<file path="src/rtl/row_light_ctrl.sv">
// row_light_ctrl: row-of-lights catch game; lights shift toward cell 0 every TICK_DIV cycles, key catches greens.
// Optional build macro ROW_LIGHT_PAUSE_EN adds a pause input that freezes play while held in RUN.
module row_light_ctrl #(
   parameter int N_CELLS  = 8,
   parameter int TICK_DIV = 50_000_000,
   parameter int MAX_MISS = 5
) (
   input  logic                   clock,
   input  logic                   reset,
   input  logic                   start,
   input  logic                   key,
`ifdef ROW_LIGHT_PAUSE_EN
   input  logic                   pause,
`endif
   output logic [2*N_CELLS-1:0]   lights,
   output logic [7:0]             score,
   output logic [3:0]             misses,
   output logic                   game_over
);
   localparam int TW = $clog2(TICK_DIV);
   typedef enum logic [1:0] {IDLE, RUN, OVER} state_t;
   state_t state;
   logic [TW-1:0] tick_cnt;
   logic [7:0] lfsr;
   logic paused, active, tick, key_act, score_inc, miss_inc;
   logic [1:0] spawn;
   logic [2*N_CELLS-1:0] keyed, shifted;
   logic [3:0] miss_nxt;
`ifdef ROW_LIGHT_PAUSE_EN
   assign paused = pause;
`else
   assign paused = 1'b0;
`endif
   // key resolves against pre-shift cell 0, then the shift sees the cleared cell so a catch is never also a miss
   always_comb begin
      active    = state == RUN && !paused;
      tick      = active && tick_cnt == TW'(TICK_DIV - 1);
      key_act   = active && key && lights[1:0] != 2'b00;
      score_inc = key_act && lights[1:0] == 2'b10;
      keyed     = key_act ? {lights[2*N_CELLS-1:2], 2'b00} : lights;
      spawn     = lfsr[1:0] == 2'b11 ? 2'b10 : lfsr[1:0] == 2'b10 ? 2'b01 : 2'b00;
      shifted   = tick ? {spawn, keyed[2*N_CELLS-1:2]} : keyed;
      miss_inc  = (key_act && lights[1:0] == 2'b01) || (tick && keyed[1:0] == 2'b10);
      miss_nxt  = miss_inc && misses != 4'(MAX_MISS) ? misses + 4'd1 : misses;
   end
   // game FSM with registered outputs; LFSR free-runs in every state
   always_ff @(posedge clock or negedge reset) begin
      if (!reset) begin
         state     <= IDLE;
         lights    <= '0;
         score     <= '0;
         misses    <= '0;
         game_over <= 1'b0;
         tick_cnt  <= '0;
         lfsr      <= 8'hA5;
      end else begin
         lfsr <= {lfsr[6:0], lfsr[7] ^ lfsr[5] ^ lfsr[4] ^ lfsr[3]};
         if (state != RUN) begin
            if (start) begin
               state     <= RUN;
               lights    <= '0;
               score     <= '0;
               misses    <= '0;
               game_over <= 1'b0;
               tick_cnt  <= '0;
            end
         end else if (active) begin
            tick_cnt <= tick ? '0 : tick_cnt + 1'b1;
            score    <= score_inc && score != 8'hFF ? score + 8'd1 : score;
            misses   <= miss_nxt;
            if (miss_nxt == 4'(MAX_MISS)) begin
               state     <= OVER;
               lights    <= '0;
               game_over <= 1'b1;
            end else begin
               lights <= shifted;
            end
         end
      end
   end
endmodule
</file>
<file path="config.mk">
export PLATFORM = sky130hd
export DESIGN_NAME = row_light_ctrl
export DESIGN_NICKNAME = d
export VERILOG_FILES = /design/src/rtl/row_light_ctrl.sv
export SDC_FILE = /design/constraint.sdc
export NUM_CORES = 1
export LEC_CHECK = 0
export ABC_CLOCK_PERIOD_IN_PS = 4900
export CAP_MARGIN = 0
export CORE_MARGIN = 2
export CORE_UTILIZATION = 48
export CTS_CLUSTER_SIZE = 14
export DETAILED_ROUTE_END_ITERATION = 16
export GPL_TIMING_DRIVEN = 0
export MAX_ROUTING_LAYER = met4
export PLACE_DENSITY = 0.78
export SETUP_SLACK_MARGIN = 0.5
export SLEW_MARGIN = 25
export SYNTH_ARGS = -nofsm -noshare
export SYNTH_HDL_FRONTEND = slang
export SYNTH_SLANG_ARGS = --single-unit
</file>
<file path="constraint.sdc">
create_clock -name clock -period 4.9 [get_ports clock]
set_input_delay 0.98 -clock clock [delete_from_list [all_inputs] [get_ports clock]]
set_output_delay 0.98 -clock clock [all_outputs]
set_load 0.02 [all_outputs]
</file>
# Word-level counts from Yosys, hierarchy flattened

Cells that the tools add are included.

Register bits: 65
Word-level logic and storage cells: 69

$add $sub $neg: 3
Eq/ne operators: 12
Mux-type cells: 28
Bitwise gates (word level): 3
Reduce and logical (&&, ||, !) cells: 16

Operators by type and width:

| kind                  | number |
|---|---|
| $mux 26               | 4 |
| $mux 16               | 5 |
| $mux 8                | 4 |
| $add 26x1->26 const B | 1 |
| $eq 26x26->1 const B  | 1 |
| $mux 4                | 4 |
| $mux 2                | 6 |
| $add 8x1->8 const B   | 1 |
| $eq 2x2->1 const B    | 4 |
| $logic_and 1x1->1     | 8 |
| $ne 8x8->1 const B    | 1 |
| $reduce_bool 2->1     | 4 |
| $reduce_and 3->1      | 2 |
| $mux 1                | 5 |
| $add 4x1->4 const B   | 1 |
| $eq 2x1->1 const B    | 2 |
| $eq 4x3->1 const B    | 1 |
| $ne 4x3->1 const B    | 1 |
| $xor 1x1->1           | 3 |
| $ne 2x1->1 const B    | 1 |
| $ne 2x2->1 const B    | 1 |
| $reduce_and 2->1      | 1 |
| $logic_or 1x1->1      | 1 |

# Logic depth before layout (Yosys ltp)

Gate-level depths: netlist of run 1.

Word-level depth: 13
Gate-level depth with buffers: 10
Mapped depth without buffers: 9

# Least setup slack after synthesis of run 1

No wires, ideal clock.

Path type: input-to-reg
From: input port key
To: register lights[10]
Arrival: 2.743 ns
Data required time: 4.818 ns
Slack: 2.075 ns
Cell stages on the path: 8
Buffers on the path: 1
Path through: or3b_2 > nor2_1 > nand4_1 > a22o_2 > a32oi_4 > o21ai_2 > buf_6 > o22ai_1

Longest elaborated chain between the ends: 12

RTL lines:

| what                                | line | RTL |
|---|---|---|
| start: declaration                  | 11   | `input logic key,` |
| $logic_and 1x1->1 (*) (2 in series) | 38   | `key_act = active && key && lights[1:0] != 2'b00;` |
| $mux 2                              | 40   | `keyed = key_act ? {lights[2*N_CELLS-1:2], 2'b00} : lights;` |
| $eq 2x2->1                          | 43   | `miss_inc = (key_act && lights[1:0] == 2'b01) \|\| (tick && keyed[1:0] == 2'b10);` |
| $logic_and 1x1->1                   | 43   |  |
| $logic_or 1x1->1 (*)                | 43   |  |
| $logic_and 1x1->1 (*)               | 44   | `miss_nxt = miss_inc && misses != 4'(MAX_MISS) ? misses + 4'd1 : misses;` |
| $mux 4 (*)                          | 44   |  |
| $eq 4x3->1 (*)                      | 71   | `if (miss_nxt == 4'(MAX_MISS)) begin` |
| $mux 16 (*)                         | 71   |  |
| $mux 16 (*)                         | 67   | `end else if (active) begin` |
| $mux 16 (*)                         | 58   | `if (state != RUN) begin` |
| end signal: assignment              | 76   | `lights <= shifted;` |
| end: declaration                    | 15   | `output logic [2*N_CELLS-1:0] lights,` |

Mark *: on every way between the ends. The rest lies on a longest branch, timed or not. The select of a mux whose other input is x is not followed.
A chain may end at the register's enable or synchronous reset.

# Worst setup path in the final report of run 1

From: input port key
To: register lights[13]

Same word-level chain as after synthesis.

==> summary.json, run 1 <==
{
  "result_of_the_run": {"value": "finished, final reports clean"},
  "critical_path_endpoint_category": {"value": "register"},
  "max_clock_freq": {"value": 308.5, "unit": "MHz"},
  "worst-r2r-setup-slack": {"value": 2.10, "unit": "ns"},
  "post_cts.resized_instances": {"value": 0},
  "hold_ws": {"value": 0.3614, "unit": "ns"},
  "worst_skew_pair.late_latency": {"value": 0.35, "unit": "ns"},
  "critical_path.max_fanout": {"value": 10},
  "final_layout_size_suffix_gt1_share": {"value": 10.33, "unit": "%"},
  "finalCoreUtilization": {"value": 58.93, "unit": "%"},
  "postSynthRegisterBits": {"value": 64},
  "area.sequential": {"value": 0.001607, "unit": "sq mm"},
  "synth-edff-count": {"value": 0},
  "yosys_most_used_dff": {"value": "sky130_fd_sc_hd__dfrtp_1"},
  "place_congestion": {"value": 0.9210},
  "yosys_warnings": {"value": 0},
  "vias_in_the_first_global_route": {"value": 2664},
  "synth_area": {"value": 0.003268, "unit": "sq mm"},
  "crit_chain": {"value": "clkdlybuf4s50_1 > or3b_2 > nor2_1 > nand4_1 > a22o_2 > a32oi_4 > o21ai_2 > buf_6 > o22ai_1"},
  "slowest_delay": {"value": 0.56, "unit": "ns"},
  "p_leak": {"value": 1.538, "unit": "nW"},
  "power_density": {"value": 319.3, "unit": "mW/mm^2"},
  "min_delay_worst_endpoint": {"value": "lfsr[7]"},
  "die_h": {"value": 86.52, "unit": "um"},
  "io_buffer_count": {"value": 32},
  "worst_ep_arrival_time": {"value": 3.51, "unit": "ns"},
  "detail_route.wirelength": {"value": 7.483, "unit": "mm"},
  "netlist_top_cells_count": {"value": "sky130_fd_sc_hd__dfrtp_1, sky130_fd_sc_hd__o21ai_0, sky130_fd_sc_hd__nand2_1, sky130_fd_sc_hd__nor2_1, sky130_fd_sc_hd__inv_1"},
  "avgViaCountPerCell": {"value": 5.956},
  "setup_slack": {"value": 1.658, "unit": "ns"},
  "postCtsSetupRepairBufs": {"value": 0},
  "grtUsageTotal": {"value": 21.88, "unit": "%"},
  "setup_viol": {"value": 0},
  "layout-area-overhead-vs-synth": {"value": 20.48, "unit": "%"},
  "final_min_period_over_clock_period": {"value": 66.16, "unit": "%"},
  "average_cell_area_after_synthesis": {"value": 9.391, "unit": "sq um"},
  "postSynthNetCount": {"value": 356},
  "grt_setup_unrepaired": {"value": "no"},
  "synth_top_cell_area_share": {"value": 45.94, "unit": "%"},
  "h-tree-depth": {"value": 3},
  "timing.hold.worst.start": {"value": "lfsr[6]"},
  "die_width": {"value": 86.52, "unit": "um"},
  "holdCritPathClass": {"value": "register to register"},
  "antenna_found_initial": {"value": 0},
  "layout.cells.non_filler": {"value": 477},
  "path_delay_family": {"value": "compound AO/OA/AOI/OAI gates"},
  "critical-path-slowest-cell": {"value": "sky130_fd_sc_hd__or3b_2"},
  "finish.net_count": {"value": 400},
  "yosysUniqueCellTypes": {"value": 54},
  "layout_min_cycle_time": {"value": 3.242, "unit": "ns"},
  "drv_slew": {"value": 0},
  "ctsRootBufferMaster": {"value": "sky130_fd_sc_hd__clkbuf_8"},
  "setup-tns-final": {"value": 0, "unit": "ns"},
  "worstSetupPathType": {"value": "input pin to register"},
  "core.rowCount": {"value": 30},
  "critical_path.reg2reg.endpoint": {"value": "lights[13]"},
  "core_area": {"value": 0.006681, "unit": "sq mm"},
  "clkTransAtPathRegs": {"value": 0.08, "unit": "ns"},
  "cap_viol_max_count": {"value": 0},
  "reg2reg_depth": {"value": 9},
  "yosysSeqAreaShare": {"value": 49.16, "unit": "%"},
  "synth.largest_area_cell": {"value": "sky130_fd_sc_hd__dfrtp_1"},
  "maxSlewHeadroom": {"value": 58.72, "unit": "%"},
  "synth-async-reset-ratio": {"value": 100.0, "unit": "%"},
  "placed_cells_incl_taps": {"value": 461},
  "drt_iter0_drc": {"value": 219},
  "required": {"value": 5.17, "unit": "ns"},
  "cts.path.max_buffers": {"value": 2},
  "tritoncts": {"value": "done"},
  "hold_violations": {"value": 0},
  "worstSetupStartpointType": {"value": "input pin"},
  "tightest_slew": {"value": 0.6169, "unit": "ns"},
  "irDropWorstVdd": {"value": 0.1633, "unit": "mV"},
  "cts-hold-fix-buffers": {"value": 0},
  "final_layout_fill_cell_count": {"value": 585},
  "drc": {"value": 0},
  "post_drt_wl_per_cell": {"value": 15.69, "unit": "um"},
  "multi_input_comb_area": {"value": 0.001478, "unit": "sq mm"},
  "dp_worst_setup_slack": {"value": 1.312, "unit": "ns"},
  "critPathBufInv": {"value": 2},
  "cts_num_sinks": {"value": 64},
  "grt.overflow.total": {"value": 0},
  "initial_core_util": {"value": 48.91, "unit": "%"},
  "synth.most_common_cell": {"value": "sky130_fd_sc_hd__dfrtp_1"},
  "timing.hold.worst_path_depth": {"value": 0},
  "antenna-diode-count": {"value": 0},
  "top_level_ports": {"value": 33},
  "post-dp-hpwl": {"value": 5.169, "unit": "mm"},
  "grt_pass1_wl": {"value": 12.72, "unit": "mm"},
  "drtPass1Iterations": {"value": 4},
  "ys_top_cells_by_area": {"value": "sky130_fd_sc_hd__dfrtp_1, sky130_fd_sc_hd__o21ai_0, sky130_fd_sc_hd__nand2_1"},
  "tritoncts.num_buffers": {"value": 9},
  "postRouteAntennaNets": {"value": 0},
  "syn_inst": {"value": 348},
  "grt_max_degree": {"value": 47},
  "worstReg2RegStart": {"value": "tick_cnt[0]"},
  "design.die.area": {"value": 0.007485, "unit": "sq mm"},
  "via_count": {"value": 2841},
  "timing.clock.skew": {"value": 0.01147, "unit": "ns"}
}
worst reg2reg max path: cells and delay by family, from the launching register on:
family,cells,cell delay (ns)
compound gates,3,0.74
fa+ha+maj,1,0.27
buf+inv,1,0.19
flops,1,0.43
simple gates,4,1.06
final cells by class:
type / count / share of cell area, %
Timing Repair Buffer: 33 / 8.770
Tap cell: 80 / 2.542
Buffer: 17 / 2.479
Inverter: 23 / 2.193
Sequential cell: 64 / 40.80
Multi-Input combinational cell: 244 / 37.53
Clock buffer: 9 / 3.146
Clock inverter: 7 / 2.542
stage by stage:
stage / total power, mW / instance area (sq um)
detailed placement: 0.7426 / 3714
finish: 1.257 / 3938
global route: 1.313 / 3938
CTS: 1.256 / 3938
floorplan: 0.6976 / 3268
global placement: 0.7315 / 3689
logic make-up (layout without fill, tap and decap cells):
logic type      count (synthesis)  after routing  share of synthesized area [%]
fa+ha+maj                       4              4                          1.531
buf+inv                        40             89                          5.628
xor+xnor                       14             14                          3.752
compound gates                106            106                          19.95
mux                             1              1                         0.3063
flops                          64             64                          49.16
simple gates                  119            119                          19.68
layer usage:
layer	wire [um]	track usage, %
met4	97	6.676
met3	338	4.762
met1	3440	29.57
met2	3606	33.22
met5	0	-
worst max path at each step:
stage / from / endpoint / slack [ns] / cells past startpoint
final: key / lights[13] / 1.66 / 9
after global routing: key / lights[11] / 1.52 / 9
after CTS: key / lights[13] / 1.66 / 9
after detailed placement: key / lights[9] / 1.31 / 9
after global placement: reset / lights[11] / 0.77 / 1
after floorplan: key / lights[10] / 2.08 / 8
state kept, by name, indices dropped and copies added, names as in the netlist:
register / cells
tick_cnt: 26
lights: 16
lfsr: 8
score: 8
misses: 4
game_over: 1
state: 1
cell usage in the layout (no fill, tap or decap), drive strengths merged, types with 2 or more instances in the layout:
cell type,count
inv,26
nor3,4
nand2,29
clkinv,2
o31ai,5
buf,7
nor4,4
a22oi,2
dfstp,4
bufinv,2
nand2b,2
a22o,3
and3,4
or4,2
o211ai,4
a31oi,7
nand3,18
clkbuf,19
clkdlybuf4s50,31
o22ai,16
or3,2
nor2,28
a21oi,4
a21o,3
nand4b,2
o21ai,57
dfrtp,60
nor4b,3
xnor2,9
nor3b,2
ha,4
nand4,11
and4,2
dlygate4sd1,2
xor2,5
report_power, final:
| group | switching (mW) | internal (mW) | leakage, nW |
|---|---|---|---|
| clock | 0.227 | 0.292 | 0.115 |
| combinational | 0.0525 | 0.0440 | 0.585 |
| sequential | 0.0686 | 0.574 | 0.838 |
| total | 0.348 | 0.909 | 1.54 |
(Power assumes the default switching activity.)
==> inputs of run 2 (changes only) <==
--- a/config.mk
+++ b/config.mk
@@ -5,7 +5,7 @@
 export SDC_FILE = /design/constraint.sdc
 export NUM_CORES = 1
 export LEC_CHECK = 0
-export ABC_CLOCK_PERIOD_IN_PS = 4900
+export ABC_CLOCK_PERIOD_IN_PS = 2800
 export CAP_MARGIN = 0
 export CORE_MARGIN = 2
 export CORE_UTILIZATION = 48
@@ -13,7 +13,7 @@
 export DETAILED_ROUTE_END_ITERATION = 16
 export GPL_TIMING_DRIVEN = 0
 export MAX_ROUTING_LAYER = met4
-export PLACE_DENSITY = 0.78
+export PLACE_DENSITY = 0.81
 export SETUP_SLACK_MARGIN = 0.5
 export SLEW_MARGIN = 25
 export SYNTH_ARGS = -nofsm -noshare
==> constraint.sdc (replaced) <==
create_clock -name clock -period 2.8 [get_ports clock]
set_input_delay 0.56 -clock clock [delete_from_list [all_inputs] [get_ports clock]]
set_output_delay 0.56 -clock clock [all_outputs]
set_load 0.02 [all_outputs]
==> run 2 against run 1 <==
Combinational power up 130%. Worst setup slack got worse by 1.4 ns. Via count is 5.9% higher. First-iteration DRC count is 8.2% higher. Clock power is 60% higher. Routed wire length is 17% higher. Critical endpoint is now lights[10]. Highest routed layer unchanged. Final cell count rose by 3.8%. Global-route usage grew 3.5 points. Register-to-register slack got worse by 1.8 ns. Final area increased by 7.9%. Clock skew is 0.0055 ns lower. Power increased by 74%.
==> summary.json, run 2 (synthesis results as in run 1) <==
{
  "max_flop_register": {"value": "tick_cnt"},
  "placed_cells_incl_taps": {"value": 461, "change": "unchanged"},
  "placed_area": {"value": 0.003750, "unit": "sq mm", "change": "+0.98%"},
  "die_width": {"value": 86.52, "unit": "um", "change": "unchanged"},
  "slowest_delay": {"value": 0.59, "unit": "ns", "change": "+0.03 ns"},
  "cts_num_sinks": {"value": 64, "change": "unchanged"},
  "antenna-diode-count": {"value": 0, "change": "unchanged"},
  "p_sw_share": {"value": 29.77, "unit": "%", "change": "+2.1 points"},
  "drt_iter0_drc": {"value": 237, "change": "+8.2%"},
  "global_route.usage.met2": {"value": 38.46, "unit": "%", "change": "+5.2 points"},
  "largest_reg_flops": {"value": 26, "change": "unchanged"},
  "power.clock.fraction": {"value": 37.9, "unit": "%", "change": "-3.3 points"},
  "place_congestion": {"value": 0.8905, "change": "-3.3%"},
  "final_layout_size_suffix_gt1_share": {"value": 21.93, "unit": "%", "change": "+12 points"},
  "timing.clock.skew": {"value": 0.005956, "unit": "ns", "change": "-0.005511 ns"},
  "cts.path.max_buffers": {"value": 2, "change": "unchanged"},
  "hold_violations": {"value": 0, "change": "unchanged"},
  "avgViaCountPerCell": {"value": 6.081, "change": "+2.1%"},
  "worst-r2r-setup-slack": {"value": 0.28, "unit": "ns", "change": "-1.82 ns"},
  "finalCoreUtilization": {"value": 63.58, "unit": "%", "change": "+4.6 points"},
  "largestRegisters": {"value": "tick_cnt (26), lights (16)"},
  "path_delay_family": {"value": "simple AND/OR/NAND/NOR gates"},
  "worst_skew_pair.late_latency": {"value": 0.35, "unit": "ns", "change": "about the same"},
  "tritoncts.num_buffers": {"value": 9, "change": "unchanged"},
  "vias_in_the_first_global_route": {"value": 3025, "change": "+14%"},
  "irDropWorstVdd": {"value": 0.3120, "unit": "mV", "change": "+91%"},
  "layout-area-overhead-vs-synth": {"value": 29.98, "unit": "%"},
  "grt_max_degree": {"value": 40, "change": "-15%"},
  "power.combinational.fraction": {"value": 10.2, "unit": "%", "change": "+2.5 points"},
  "die_h": {"value": 86.52, "unit": "um", "change": "unchanged"},
  "critical_path_endpoint_category": {"value": "register"},
  "setup-tns-final": {"value": 0, "unit": "ns", "change": "unchanged"},
  "final_min_period_over_clock_period": {"value": 90.12, "unit": "%"},
  "post_drt_wl_per_cell": {"value": 17.63, "unit": "um", "change": "+12%"},
  "fin_area": {"value": 0.004248, "unit": "sq mm", "change": "+7.9%"},
  "critical-path-slowest-cell": {"value": "sky130_fd_sc_hd__or4_4"},
  "layout.cells.non_filler": {"value": 495, "change": "+3.8%"},
  "via_count": {"value": 3010, "change": "+5.9%"},
  "drc": {"value": 0, "change": "unchanged"},
  "p_leak": {"value": 1.678, "unit": "nW", "change": "+9.1%"},
  "global_route.usage.met1": {"value": 31.84, "unit": "%", "change": "+2.3 points"},
  "top_level_ports": {"value": 33, "change": "unchanged"},
  "sequentialPowerShare": {"value": 52.0, "unit": "%", "change": "+0.9 points"},
  "cp_num_cells": {"value": 9, "change": "unchanged"},
  "post-dp-hpwl": {"value": 5.275, "unit": "mm", "change": "+2.0%"},
  "clkTransAtPathRegs": {"value": 0.08, "unit": "ns", "change": "about the same"},
  "h-tree-depth": {"value": 3, "change": "unchanged"},
  "finish.net_count": {"value": 418, "change": "+4.5%"},
  "grt.overflow.total": {"value": 0, "change": "unchanged"},
  "setup_slack": {"value": 0.2766, "unit": "ns", "change": "-1.381 ns"},
  "switching_power_total": {"value": 0.6506, "unit": "mW", "change": "+87%"},
  "detail_route.wirelength": {"value": 8.729, "unit": "mm", "change": "+17%"},
  "drtPass1Iterations": {"value": 5, "change": "+1"},
  "ctsRootBufferMaster": {"value": "sky130_fd_sc_hd__clkbuf_8"},
  "grt_pass1_wl": {"value": 14.40, "unit": "mm", "change": "+13%"},
  "critical_path.max_fanout": {"value": 6, "change": "-4"},
  "tritoncts": {"value": "done"},
  "drv_slew": {"value": 0, "change": "unchanged"},
  "grtUsageMet3": {"value": 7.238, "unit": "%", "change": "+2.5 points"},
  "worstSetupStartpointType": {"value": "register"},
  "reg2reg_depth": {"value": 9, "change": "unchanged"},
  "total_power": {"value": 2.186, "unit": "mW", "change": "+74%"},
  "core.rowCount": {"value": 30, "change": "unchanged"},
  "hold_ws": {"value": 0.1047, "unit": "ns", "change": "-0.2567 ns"},
  "antenna_found_initial": {"value": 0, "change": "unchanged"},
  "initial_core_util": {"value": 48.91, "unit": "%", "change": "unchanged"},
  "power_density": {"value": 514.6, "unit": "mW/mm^2", "change": "+61%"},
  "cts-hold-fix-buffers": {"value": 0, "change": "unchanged"},
  "tightest_slew": {"value": 0.5862, "unit": "ns", "change": "-0.03067 ns"},
  "setup_viol": {"value": 0, "change": "unchanged"},
  "grt_setup_unrepaired": {"value": "yes"},
  "layout_min_cycle_time": {"value": 2.523, "unit": "ns"},
  "crit_chain": {"value": "ha_4 > nand4_4 > or4_4 > nor4_4 > nor4b_2 > a221o_2 > o21ai_4 > buf_6 > o22ai_1"},
  "most-common-layout-cells": {"value": "sky130_fd_sc_hd__o21ai_0, sky130_fd_sc_hd__dfrtp_1, sky130_fd_sc_hd__clkdlybuf4s50_1"},
  "io_buffer_count": {"value": 32, "change": "unchanged"},
  "grtUsageTotal": {"value": 25.35, "unit": "%", "change": "+3.5 points"},
  "max_clock_freq": {"value": 396.3, "unit": "MHz"},
  "dp_worst_setup_slack": {"value": -0.3559, "unit": "ns", "change": "-1.668 ns"},
  "critPathBufInv": {"value": 1, "change": "-1"},
  "postRouteAntennaNets": {"value": 0, "change": "unchanged"},
  "core_area": {"value": 0.006681, "unit": "sq mm", "change": "unchanged"},
  "worstSetupPathType": {"value": "register to register"},
  "worst_ep_arrival_time": {"value": 2.74, "unit": "ns", "change": "-0.77 ns"},
  "gr-max-usage-layer": {"value": "met2"},
  "required": {"value": 3.02, "unit": "ns", "change": "-2.15 ns"},
  "design.die.area": {"value": 0.007485, "unit": "sq mm", "change": "unchanged"},
  "result_of_the_run": {"value": "finished, final reports clean"},
  "int_pwr": {"value": 1.535, "unit": "mW", "change": "+69%"},
  "cap_viol_max_count": {"value": 0, "change": "unchanged"},
  "mostFrequentLayoutCell": {"value": "sky130_fd_sc_hd__o21ai_0"},
  "holdCritPathClass": {"value": "input pin to asynchronous set/reset pin"},
  "maxSlewHeadroom": {"value": 60.92, "unit": "%", "change": "+2.2 points"}
}
## run 2: layout make-up
| class | instances | area [sq um] |
|---|---|---|
| Fill cell | 518 | 2434 |
| Sequential cell | 64 | 1614 |
| Multi-Input combinational cell | 244 | 1642 |
| Tap cell | 80 | 100.1 |
| Buffer | 17 | 106.4 |
| Inverter | 23 | 86.33 |
| Clock buffer | 9 | 123.9 |
| Clock inverter | 7 | 80.08 |
| Timing Repair Buffer | 51 | 495.5 |
## run 2: final timing paths
path	startpoint	endpoint
max reg2reg	tick_cnt[0]	lights[10]
min in group clock	lfsr[6]	lfsr[7]
min reg2reg	lfsr[6]	lfsr[7]
min	reset	lfsr[6]
max	tick_cnt[0]	lights[10]
max in group asynchronous	reset	lfsr[0]
## run 2: power groups by stage
stage               logic, mW  registers [mW]  clock network, mW
finish                  0.223            1.14              0.827
global route            0.253            1.15              0.874
CTS                     0.213            1.12              0.837
detailed placement      0.179            1.14                  0
global placement        0.165            1.14                  0
floorplan               0.127            1.12                  0
## run 2: layer usage
| layer | part of all wire (%) | vias to the layer above | wire length, um |
|---|---|---|---|
| met5 | 0 | - | 0 |
| met4 | 1.3 | 0 | 115 |
| met3 | 5.4 | 15 | 472 |
| met2 | 51 | 110 | 4427 |
| met1 | 43 | 1500 | 3713 |
| li1 | - | 1385 | - |
## run 2: timing repair
action | 4_1_cts | 5_1_grt
buffers inserted | 13 | 4
endpoints found under the setup margin | 31 | 39
gates resized for setup | 19 | 24
pin swaps | 9 | 12
cloned | 1 | 0
